==> src/rtl/calc_sequencer_if.sv <==
`default_nettype none
// ============================================================================
// Module   : calc_sequencer_if
// Purpose  : Bundles the operator-panel inputs, the ALU handshake and the
//            status outputs of calc_sequencer into one port.
// Ports    : sw[7:0], op[1:0], enter, clear, alu_done  -> into the sequencer
//            a_reg[7:0], b_reg[7:0], op_reg[1:0], alu_start, ans_en,
//            state[2:0], busy, err                      <- from the sequencer
// Modports : master - the sequencer itself (it commands the ALU)
//            slave  - the surrounding panel/ALU environment
// Revision : 1.0 - initial release
// ============================================================================
interface calc_sequencer_if;
  logic [7:0] sw;
  logic [1:0] op;
  logic       enter;
  logic       clear;
  logic       alu_done;

  logic [7:0] a_reg;
  logic [7:0] b_reg;
  logic [1:0] op_reg;
  logic       alu_start;
  logic       ans_en;
  logic [2:0] state;
  logic       busy;
  logic       err;

  modport master (
    input  sw, op, enter, clear, alu_done,
    output a_reg, b_reg, op_reg, alu_start, ans_en, state, busy, err
  );

  modport slave (
    output sw, op, enter, clear, alu_done,
    input  a_reg, b_reg, op_reg, alu_start, ans_en, state, busy, err
  );
endinterface
`default_nettype wire

==> src/rtl/calc_sequencer.sv <==
`default_nettype none
// ============================================================================
// Module   : calc_sequencer
// Purpose  : Operand entry and ALU sequencing for a push-button calculator.
//            Captures operand A, then operand B plus operation, launches the
//            ALU, waits (bounded by TIMEOUT cycles) for its done pulse and
//            then shows the answer until the next press.
// Params   : TIMEOUT - cycles allowed in EXEC before flagging ERR (2..255)
// Ports    : clk   - system clock, rising edge
//            reset - asynchronous, active-low reset
//            bus   - calc_sequencer_if.master (panel inputs, ALU handshake,
//                    captured operands and status)
// Revision : 1.0 - initial release
// ============================================================================
module calc_sequencer #(
  parameter int TIMEOUT = 16
) (
  input  logic             clk,
  input  logic             reset,
  calc_sequencer_if.master bus
);

  typedef enum logic [2:0] {
    WAIT_A = 3'd0,
    WAIT_B = 3'd1,
    EXEC   = 3'd2,
    SHOW   = 3'd3,
    ERR    = 3'd4
  } state_e;

  // Counter value seen during the last permitted EXEC cycle.
  localparam logic [7:0] C_CNT_LAST = 8'(TIMEOUT - 1);

  state_e     state_q,     state_d;
  logic [7:0] a_q,         a_d;
  logic [7:0] b_q,         b_d;
  logic [1:0] op_q,        op_d;
  logic [7:0] cnt_q,       cnt_d;
  logic       alu_start_q, alu_start_d;
  logic       ans_en_q,    ans_en_d;
  logic       enter_q,     enter_d;
  logic       arm_q,       arm_d;
  logic       enter_rise;

  // arm_q stays low until enter has been seen low at least once after reset,
  // so a button held through reset release cannot fake a press even though
  // enter_q restarts at 0.
  assign enter_d    = bus.enter;
  assign arm_d      = arm_q | ~bus.enter;
  assign enter_rise = bus.enter & ~enter_q & arm_q;

  always_ff @(posedge clk or negedge reset) begin
    if (!reset) begin
      state_q     <= WAIT_A;
      a_q         <= '0;
      b_q         <= '0;
      op_q        <= '0;
      cnt_q       <= '0;
      alu_start_q <= 1'b0;
      ans_en_q    <= 1'b0;
      enter_q     <= 1'b0;
      arm_q       <= 1'b0;
    end else begin
      state_q     <= state_d;
      a_q         <= a_d;
      b_q         <= b_d;
      op_q        <= op_d;
      cnt_q       <= cnt_d;
      alu_start_q <= alu_start_d;
      ans_en_q    <= ans_en_d;
      enter_q     <= enter_d;
      arm_q       <= arm_d;
    end
  end

  // alu_start/ans_en are computed on the transition into EXEC/SHOW so the
  // registered pulse lines up with the first cycle spent in that state.
  always_comb begin
    state_d     = state_q;
    a_d         = a_q;
    b_d         = b_q;
    op_d        = op_q;
    cnt_d       = cnt_q;
    alu_start_d = 1'b0;
    ans_en_d    = 1'b0;

    if (bus.clear) begin
      // Abort outranks any press or ALU completion in the same cycle.
      state_d = WAIT_A;
      a_d     = '0;
      b_d     = '0;
      op_d    = '0;
      cnt_d   = '0;
    end else begin
      case (state_q)
        WAIT_A: begin
          if (enter_rise) begin
            a_d     = bus.sw;
            state_d = WAIT_B;
          end
        end
        WAIT_B: begin
          if (enter_rise) begin
            b_d         = bus.sw;
            op_d        = bus.op;
            cnt_d       = '0;
            alu_start_d = 1'b1;
            state_d     = EXEC;
          end
        end
        EXEC: begin
          cnt_d = cnt_q + 8'd1;
          // Completion is checked first so it wins over a coincident timeout.
          if (bus.alu_done) begin
            ans_en_d = 1'b1;
            state_d  = SHOW;
          end else if (cnt_q == C_CNT_LAST) begin
            state_d = ERR;
          end
        end
        SHOW: begin
          if (enter_rise) begin
            state_d = WAIT_A;
          end
        end
        ERR: begin
          if (enter_rise) begin
            state_d = WAIT_A;
          end
        end
        default: begin
          // Unused encodings fall back to the idle entry state.
          state_d = WAIT_A;
        end
      endcase
    end
  end

  assign bus.a_reg     = a_q;
  assign bus.b_reg     = b_q;
  assign bus.op_reg    = op_q;
  assign bus.alu_start = alu_start_q;
  assign bus.ans_en    = ans_en_q;
  assign bus.state     = state_q;
  assign bus.busy      = (state_q == EXEC);
  assign bus.err       = (state_q == ERR);

endmodule
`default_nettype wire

==> src/flat_wrapper.sv <==
// flat-port wrapper written by rule: the top's interface ports become plain ports
module calc_sequencer_flat 
#(
  parameter int TIMEOUT = 16
)
  (clk, reset, bus_sw, bus_op, bus_enter, bus_clear, bus_alu_done, bus_a_reg, bus_b_reg, bus_op_reg, bus_alu_start, bus_ans_en, bus_state, bus_busy, bus_err);
  calc_sequencer_if bus_i ();
  input  logic clk;
  input  logic reset;
  input wire logic [$bits(bus_i.sw)-1:0] bus_sw;
  input wire logic [$bits(bus_i.op)-1:0] bus_op;
  input wire logic [$bits(bus_i.enter)-1:0] bus_enter;
  input wire logic [$bits(bus_i.clear)-1:0] bus_clear;
  input wire logic [$bits(bus_i.alu_done)-1:0] bus_alu_done;
  output wire logic [$bits(bus_i.a_reg)-1:0] bus_a_reg;
  output wire logic [$bits(bus_i.b_reg)-1:0] bus_b_reg;
  output wire logic [$bits(bus_i.op_reg)-1:0] bus_op_reg;
  output wire logic [$bits(bus_i.alu_start)-1:0] bus_alu_start;
  output wire logic [$bits(bus_i.ans_en)-1:0] bus_ans_en;
  output wire logic [$bits(bus_i.state)-1:0] bus_state;
  output wire logic [$bits(bus_i.busy)-1:0] bus_busy;
  output wire logic [$bits(bus_i.err)-1:0] bus_err;
  assign bus_i.sw = bus_sw;
  assign bus_i.op = bus_op;
  assign bus_i.enter = bus_enter;
  assign bus_i.clear = bus_clear;
  assign bus_i.alu_done = bus_alu_done;
  assign bus_a_reg = bus_i.a_reg;
  assign bus_b_reg = bus_i.b_reg;
  assign bus_op_reg = bus_i.op_reg;
  assign bus_alu_start = bus_i.alu_start;
  assign bus_ans_en = bus_i.ans_en;
  assign bus_state = bus_i.state;
  assign bus_busy = bus_i.busy;
  assign bus_err = bus_i.err;
  calc_sequencer #(.TIMEOUT(TIMEOUT)) u_core (.clk(clk), .reset(reset), .bus(bus_i));
endmodule
==> config.mk <==
export PLATFORM = sky130hd
export DESIGN_NAME = calc_sequencer_flat
export DESIGN_NICKNAME = d
export VERILOG_FILES = /design/src/rtl/calc_sequencer_if.sv /design/src/rtl/calc_sequencer.sv /design/src/flat_wrapper.sv
export SDC_FILE = /design/constraint.sdc
export NUM_CORES = 1
export LEC_CHECK = 0
export ABC_AREA = 1
export CORE_AREA = 2 2 99 72
export CTS_CLUSTER_DIAMETER = 50
export DETAILED_ROUTE_END_ITERATION = 8
export DIE_AREA = 0 0 101 74
export GPL_TIMING_DRIVEN = 0
export PLACE_DENSITY = 0.48
export SYNTH_ARGS = -nofsm -noshare
export SYNTH_HDL_FRONTEND = slang
export SYNTH_SLANG_ARGS = --single-unit
==> constraint.sdc <==
create_clock -name clk -period 1.5 [get_ports clk]
set_clock_uncertainty 0.2 [all_clocks]
set_input_delay 0.225 -clock clk [delete_from_list [all_inputs] [get_ports clk]]
set_output_delay 0.225 -clock clk [all_outputs]
set_load 0.02 [all_outputs]
==> impl_results.md <==
- Final setup violation count: 4
- NetSw: approximately 1.1 mW
- Initial drt markers: a little over 40
- Sw frac: a little over a third
- Crit share post-route: 103.7%
- Fill count: a little under 700
- Core box area: about 0.0066 mm^2
- Syn Area/Cell: approximately 8 um^2
- Critical path arrival: around 1.1 ns
- Synth-to-Final Area Change: 48.93%
- Global route total overflow: 0
- Die Span X: approximately 100 um
- Syn nets: ~210
- CP endpoint kind: output pin
- Max Freq: around 640 MHz
- WL final: between 4000 and 5000 um
- Root Driver: clkbuf_8
- WP buf/inv: 2
- Port-buffer cells: 39
- Crit path cell chain: inv_2 -> nand2_2 -> nor2_2 -> buf_6
- Failing checks: setup timing
- Synthesized flop and latch total: 33
- DR pass1 iterations: 4
- H-tree levels: 2
- Relative slew slack: 50.23%
- Pint: 1.966 mW
- Max-slew violations: 0
- Die Area: approximately 0.0075 mm^2
- First-pass GRT wire length: just over 6000 um
- Slowest cell on the critical path: dfrtp_2
- RSZ-0062 raised after global routing: yes
- Clk sink count: 33
- Row cnt: 25
- Initial antenna violation count: 0
- DRC: 0
- Worst setup path class: flop to output pin
- Worst EP required: 1.07 ns
- Worst slew pin tran: 0.7466 ns
- Clock share of power: between 20 and 30%
- Total CTS buffers: 5
- Max Root-Sink Buffers: 2
- Setup total negative slack: -0.1058 ns
- CP top delay family: flip-flops
- Final Hold Slack: about 0.27 ns
- Sequential fraction of design power: between 30% and 40%
- Initial Util: between 20% and 30%
- Post-route setup slack: -0.05540 ns
- Worst skew pair latency: ~0.28 ns
- Final hold vios: 0
- Max-cap violations: 0
- Layout cell share with drive strength beyond 1: 25.30%
- Vias in the first global route: ~1.3k
- Crit path launch type: flop
- Largest net degree at the start of global routing: 34
- DR vias: between 1k and 1.5k
- Yosys warns: 0
- Pwr dens: roughly 1300 mW/mm^2
- Leak pwr: about 1.2 nW
- Per-cell routed wire length: around 12 um
- Die span in y: about 74 um
- Vias/cell: approximately 4.2
- Antenna Cells: 0
- Comb pwr share: roughly 36%
- Cells after synthesis: 193
- Crit-path max cell delay: ~0.47 ns
- Unique cell type count in the Yosys netlist: 22
- VDD IR-drop max: around 0.00053 V
- Post-DP HPWL: 2727 um
- Boundary Pins: 40
- Hold crit path type: input port to flop
- Antenna viol nets, final: 0
- Sequential share of the synthesized area: between 50% and 60%
- Clock transition at the registers of the reported paths: approximately 0.07 ns
- Global Route Usage Sum: between 10% and 20%
- Final nets: roughly 270
- Placer Congestion: about 0.8
- Placed insts: ~310
- Final min period: 1.555 ns
- Mapped Area: roughly 0.0016 mm^2
- Outcome: finished, violations left
- CTS tree: done
- Final Non-Filler Cells: around 330
- Crit path max fanout: 6
-- cell usage after synthesis --
cell | number | area [um^2]
o21ai_1 | 8 | 40.04
nor2_4 | 1 | 11.26
or2_2 | 2 | 12.51
dfrtp_1 | 33 | 825.8
inv_1 | 21 | 78.83
nor3_4 | 1 | 16.27
nand2_4 | 1 | 11.26
nand4_1 | 8 | 50.05
o21ai_0 | 8 | 40.04
nand3_2 | 1 | 10.01
a21oi_1 | 2 | 10.01
o21ai_2 | 1 | 8.760
nand3_4 | 1 | 17.52
nand2_1 | 70 | 262.8
ha_1 | 1 | 12.51
nand3_1 | 9 | 45.04
buf_4 | 1 | 7.510
nor2_1 | 15 | 56.30
inv_2 | 4 | 15.01
nor2_2 | 1 | 6.260
o21ai_4 | 2 | 32.53
nand2_2 | 2 | 12.51
-- worst reg2reg max path, delay by kind of cell (launching register included) --
family          cells  cell delay, ns
flops               1            0.47
buf+inv             1            0.09
simple gates        5            0.40
compound gates      1            0.28
-- through the flow --
stage / total power [mW] / cell area, um^2 / utilization (%) / setup WS [ns]
detailed placement: 2.030 / 2072 / 31.54 / -0.5344
global route: 3.231 / 2357 / 35.89 / -0.1122
finish: 3.039 / 2357 / 35.89 / -0.05540
global placement: 2.031 / 2077 / 31.62 / -0.9346
floorplan: 1.649 / 1585 / - / -0.03317
CTS: 2.936 / 2238 / 34.08 / -0.09273
-- path summary, 6_finish.rpt --
kind / from / end / slack, ns / cells after the start
max: u_core.bus.state[0] / bus_err / -0.06 / 4
min: bus_enter / u_core.enter_q / 0.27 / 1
max reg2reg: u_core.bus.state[0] / u_core.cnt_q[1] / 0 / 7
min reg2reg: u_core.bus.op_reg[1] / u_core.bus.op_reg[1] / 0.27 / 2
max in group asynchronous: reset / u_core.bus.state[2] / 0.24 / 2
min in group asynchronous: reset / u_core.bus.ans_en / 0.35 / 2
-- cell type report --
type,count,area [um^2],share of cell area (%)
inverters,25,98.84,4.193
flip-flops and latches,33,829.5,35.19
repair buffers,51,445.4,18.90
plain buffers,1,7.507,0.3185
clock buffers,7,86.33,3.662
clock inverters,1,30.03,1.274
multi-input cells,135,758.2,32.17
well taps,81,101.3,4.299
-- placed cells by master (no fill, tap or decap), types with 4 or more instances in the layout --
| master | Yosys | layout |
|---|---|---|
| nand2_2 | 2 | 9 |
| buf_4 | 1 | 12 |
| dfrtp_1 | 33 | 30 |
| nor2_1 | 15 | 13 |
| o21ai_1 | 8 | 7 |
| o21ai_0 | 8 | 7 |
| nand3_1 | 9 | 5 |
| clkdlybuf4s50_1 | 0 | 12 |
| clkbuf_8 | 0 | 6 |
| inv_1 | 21 | 19 |
| dlygate4sd2_1 | 0 | 21 |
| inv_2 | 4 | 4 |
| nand4_1 | 8 | 8 |
| nand2_1 | 70 | 63 |
-- cells by family after synthesis --
kind of cell,count (synthesis),synth area share (%)
AND/OR/NAND/NOR,112,32.33
flip-flops,33,52.17
buffers and inverters,26,6.403
AO/OA/AOI/OAI,21,8.301
adder cells (fa/ha/maj),1,0.7904
-- power groups by stage --
stage / clock network (mW) / logic [mW] / registers (mW)
after floorplan: 0 / 0.439 / 1.21
after global placement: 0 / 0.913 / 1.12
after detailed placement: 0 / 0.912 / 1.12
after CTS: 0.896 / 0.944 / 1.10
after global routing: 0.942 / 1.19 / 1.10
final: 0.868 / 1.08 / 1.09
-- metal layers --
metal	vias up	routed length (um)	track usage, %	share of wire [%]
li1	734	-	-	-
met1	639	2140	15.21	53
met2	27	1675	15.93	42
met3	4	170	3.289	4.2
met4	0	24	3.153	0.60
met5	-	0	0	0
-- what timing repair did --
action                                  in CTS  in global routing
pin swaps                                    5                 16
endpoints found under the hold margin       33                  0
setup buffers                                4                  7
cloned                                       0                  1
gates resized for setup                     53                 20
endpoints found under the setup margin      46                 27
hold buffers                                 1                  0
No activity file was read; power rests on OpenSTA's default activity.
==> variant 1 (same flow settings) <==
Reset style: synchronous (`reset`), changed in one clocked block. Comments in the files are not updated.
--- a/src/rtl/calc_sequencer.sv
+++ b/src/rtl/calc_sequencer.sv
@@ -50,5 +50,5 @@
   assign enter_rise = bus.enter & ~enter_q & arm_q;
 
-  always_ff @(posedge clk or negedge reset) begin
+  always_ff @(posedge clk) begin
     if (!reset) begin
       state_q     <= WAIT_A;
Function: differs if reset is asserted again (counterexample within 4 cycles, from zero or initial values and one cycle with reset low); with reset held inactive, the same outputs for 10 cycles.
==> variant 1 against the unedited design <==
Sequential cell count did not move; hold slack lost 0.23 ns; wire length fell by 0.50%; area after synthesis down 12%; setup slack improved by 0.070 ns; cell area decreased by 7.0%; largest cell class is now multi-input gates.
Power is not compared: it rests on default switching activity, and its combinational part moved more than twofold at a synthesized area within 25%.
==> variant 1: results (changes against the unedited design) <==
Non-Clock Buffer Count=53 (was 52); most instantiated cells after synthesis=nor2_1 (54), dfxtp_1 (33), nand2_1 (32) (was nand2_1 (70), dfrtp_1 (33), inv_1 (21)); Endpoint, Worst Hold=u_core.arm_q (was u_core.enter_q); Tot GR Track Use=11.3% (was 10.7%); crit path time final=1.49 ns (was 1.56 ns); placed cells=315 (was 313); Initial DRC Count=39 (was 41); Final Non-Filler Cells=332 (was 334); multi-input gates=140 (was 135); Synth Area in Adders=0.895% (was 0.791%); Synth Instances=195 (was 193); slowest CP cell=dfxtp_2 (was dfrtp_2); ys flop type=dfxtp_1 (was dfrtp_1); vias in the first global route=1311 (was 1324); Detail Placement HPWL=2800 um (was 2730 um); Synth top area share=47.3% (was 52.2%); Placed Area=1890 um^2 (was 2070 um^2); GPL Wtd Cong=0.820 (was 0.781); crit-path max FO=4 (was 6); worst reg2reg startpoint=u_core.bus.state[2] (was u_core.bus.state[0]); CTS resizes=39 (was 53); outcome=complete, no violations (was complete, but fails checks); top post-synthesis cells by area=dfxtp_1 (47%), nor2_1 (15%), nand2_1 (8.6%), o21ai_0 (7.2%), a21oi_1 (3.6%) (was dfrtp_1 (52%), nand2_1 (17%), inv_1 (5.0%), nor2_1 (3.6%), nand4_1 (3.2%)); Setup crit end=bus_busy (was bus_err); Post-synth ARST share=0% (was 100%); nets=266 (was 268); Fillers=730 (was 693); first-pass GRT wire length=6320 um (was 6210 um); invs w/o clock=17 (was 25); buffering overhead=23.0% (was 19.2%); layout cell share with drive strength beyond 1=21.5% (was 25.3%); Min-Delay Path Depth=2 (was 1); Worst Reg-to-Reg Cells=9 (was 7); area of the multi-input gates=693 um^2 (was 758 um^2)
[variant 1: cell count changes after synthesis, sizes merged, moves of 3 or more]
cell	before	now
nor2	17	59
nand2	73	36
dfrtp	33	0
dfxtp	0	33
a21oi	2	10
inv	25	17
nand4	8	0
nand3	11	7
o21ai	19	23
buf	1	4
[variant 1: layer usage]
metal	share of wire (%)	global-route usage (%)
met1	52	15.4
met5	0	0
met4	1.8	5.41
met2	41	15.8
met3	5.7	4.14
[variant 1: power by group through the flow]
stage | Combinational (mW) | Sequential, mW | Clock (mW)
finish | 0.228 | 0.898 | 1.03
CTS | 0.198 | 0.902 | 1.05
global placement | 0.194 | 0.921 | 0
global route | 0.253 | 0.900 | 1.10
floorplan | 0.0895 | 0.932 | 0
detailed placement | 0.194 | 0.921 | 0
[variant 1: cells by family after synthesis]
kind of cell | count (synthesis)
DFF | 33
adders and majority gates | 1
and+or+nand+nor | 104
AOI/OAI and AO/OA | 35
buffers and inverters | 22
==> variant 2 (same settings) <==
Without the edit above. `TIMEOUT` is set to 16 in 2 places; all go to 15.
--- a/src/rtl/calc_sequencer.sv
+++ b/src/rtl/calc_sequencer.sv
@@ -14,5 +14,5 @@
 // ============================================================================
 module calc_sequencer #(
-  parameter int TIMEOUT = 16
+  parameter int TIMEOUT = 15
 ) (
   input  logic             clk,
--- a/src/flat_wrapper.sv
+++ b/src/flat_wrapper.sv
@@ -2,5 +2,5 @@
 module calc_sequencer_flat 
 #(
-  parameter int TIMEOUT = 16
+  parameter int TIMEOUT = 15
 )
   (clk, reset, bus_sw, bus_op, bus_enter, bus_clear, bus_alu_done, bus_a_reg, bus_b_reg, bus_op_reg, bus_alu_start, bus_ans_en, bus_state, bus_busy, bus_err);
Behaviour: no difference found for any inputs over 10 cycles, from zero or initial values and one cycle with reset low; that may be too few to reach the edited logic, so the function may still have changed.
==> variant 2 against the unedited design <==
The flow still finishes with violations (setup timing); cell area is 0.16% higher; combinational power is 32% lower; wire length is 1.6% higher; total power is 13% lower; utilization is 0.057 points higher; area after synthesis is 1.2% lower; setup slack worse by 0.011 ns; sequential cell count stayed put.
==> variant 2: results (changes against the unedited design) <==
post-synthesis sequential area ratio=52.8% (was 52.2%); Worst Reg-to-Reg Cells=4 (was 7); Worst-path clk slew=0.07 ns (about the same); Place WS=-0.488 ns (was -0.534 ns); Leak=1.21 nW (was 1.23 nW); largest net degree at the start of global routing=34 (unchanged); Final Non-Filler Cells=325 (was 334); WL/cell=12.5 um (was 12.0 um); layout cell share with drive strength beyond 1=25.0% (was 25.3%); worst reg2reg startpoint=u_core.bus.state[1] (was u_core.bus.state[0]); Buffers on Ports=39 (unchanged); nets=260 (was 268); Synth cell types=23 (was 22); final setup violation count=15 (was 4); worst-margin pin slew=0.757 ns (was 0.747 ns); Cell Pwr Density=1120 nW/um^2 (was 1290 nW/um^2); synthesized area per cell=8.32 um^2 (was 8.20 um^2); R2R Setup Slk=-0.04 ns (was 0 ns); most instantiated cells after synthesis=nand2_1 (55), dfrtp_1 (33), inv_1 (27) (was nand2_1 (70), dfrtp_1 (33), inv_1 (21)); crit-path max FO=4 (was 6); Final Worst Setup Slack=-0.0663 ns (was -0.0554 ns); failing checks=setup timing (unchanged); GPL Wtd Cong=0.802 (was 0.781); critical path required time=1.07 ns (about the same); Vias/cell=4.31 (was 4.20); Tot GR Track Use=11.9% (was 10.7%); setup TNS=-0.360 ns (was -0.106 ns); Initial DRC Count=99 (was 41); syn_nets=205 (was 209); top post-synthesis cells by area=dfrtp_1 (53%), nand2_1 (13%), inv_1 (6.5%), nand3_1 (3.5%), nand4_1 (3.2%) (was dfrtp_1 (52%), nand2_1 (17%), inv_1 (5.0%), nor2_1 (3.6%), nand4_1 (3.2%)); placed cells=308 (was 313); first-pass GRT wire length=6800 um (was 6210 um); Placed Area=2060 um^2 (was 2070 um^2); outcome=complete, but fails checks (unchanged); Detail Placement HPWL=2860 um (was 2730 um); reg-to-reg endpoint=u_core.bus.a_reg[7] (was u_core.cnt_q[1]); Fillers=694 (was 693); WHS=0.277 ns (was 0.268 ns); worst vdd ir=0.591 mV (was 0.526 mV); ANT nets after route=0 (unchanged); vias in the first global route=1369 (was 1324)
==> variant 2: cell count changes in the layout (fill, tap and decap cells not counted), moves of 3 or more <==
cell / change
nand2_1: -10
o22ai_1: +4
nand2_4: +3
nor2_1: -6
o21ai_0: -3
o21ai_2: -3
o22ai_2: +4
buf_4: -5
nand2_2: -8
nand3_1: +3
inv_1: +5
==> variant 2: how the worst max path moves through the flow <==
| stage | slack (ns) | cells after the start | end | startpoint |
|---|---|---|---|---|
| after floorplan | 0.002 | 6 | u_core.cnt_q[5] | u_core.bus.state[0] |
| after global placement | -0.75 | 1 | u_core.bus.state[2] | reset |
| after detailed placement | -0.49 | 4 | bus_busy | u_core.bus.state[0] |
| after CTS | -0.11 | 4 | bus_busy | u_core.bus.state[0] |
| after global routing | -0.14 | 4 | bus_busy | u_core.bus.state[0] |
| final | -0.07 | 4 | bus_busy | u_core.bus.state[0] |
==> variant 2: area by class of cell <==
| cell class | instances | area share, % |
|---|---|---|
| Sequential cell | 33 | 35.1 |
| Clock buffer | 7 | 3.66 |
| Multi-Input combinational cell | 123 | 32.2 |
| Inverter | 32 | 5.30 |
| Timing Repair Buffer | 48 | 18.2 |
| Tap cell | 81 | 4.29 |
| Clock inverter | 1 | 1.27 |
==> variant 2: kinds of logic after synthesis <==
| logic type | count (synthesis) | share of synthesized area [%] |
|---|---|---|
| buffers and inverters | 32 | 7.68 |
| DFF | 33 | 52.8 |
| AOI/OAI and AO/OA | 24 | 10.0 |
| adders and majority gates | 2 | 1.60 |
| and+or+nand+nor | 97 | 27.9 |
==> variant 2: what timing repair did <==
action | in CTS | in global routing
endpoints found under the hold margin | 33 | 0
hold buffers | 1 | 0
pin swaps | 4 | 5
buffers inserted | 7 | 1
gates resized for setup | 64 | 15
setup endpoints to repair | 54 | 33
cloned | 0 | 0
==> variant 2: routing by layer <==
layer	vias up	share of wire, %	wire (um)	track usage [%]
met5	-	0	0	0
met4	0	0.47	19	2.25
met3	2	4.0	163	3.48
met2	23	42	1690	17.2
met1	655	54	2200	17.9
li1	721	-	-	-
==> variant 2: power by group <==
part           internal (mW)  total, mW  leakage [nW]  switching (mW)
sequential             0.961       1.03         0.443          0.0720
combinational          0.290      0.738         0.712           0.448
clock                  0.542      0.867        0.0585           0.325
total                   1.79       2.64          1.21           0.845
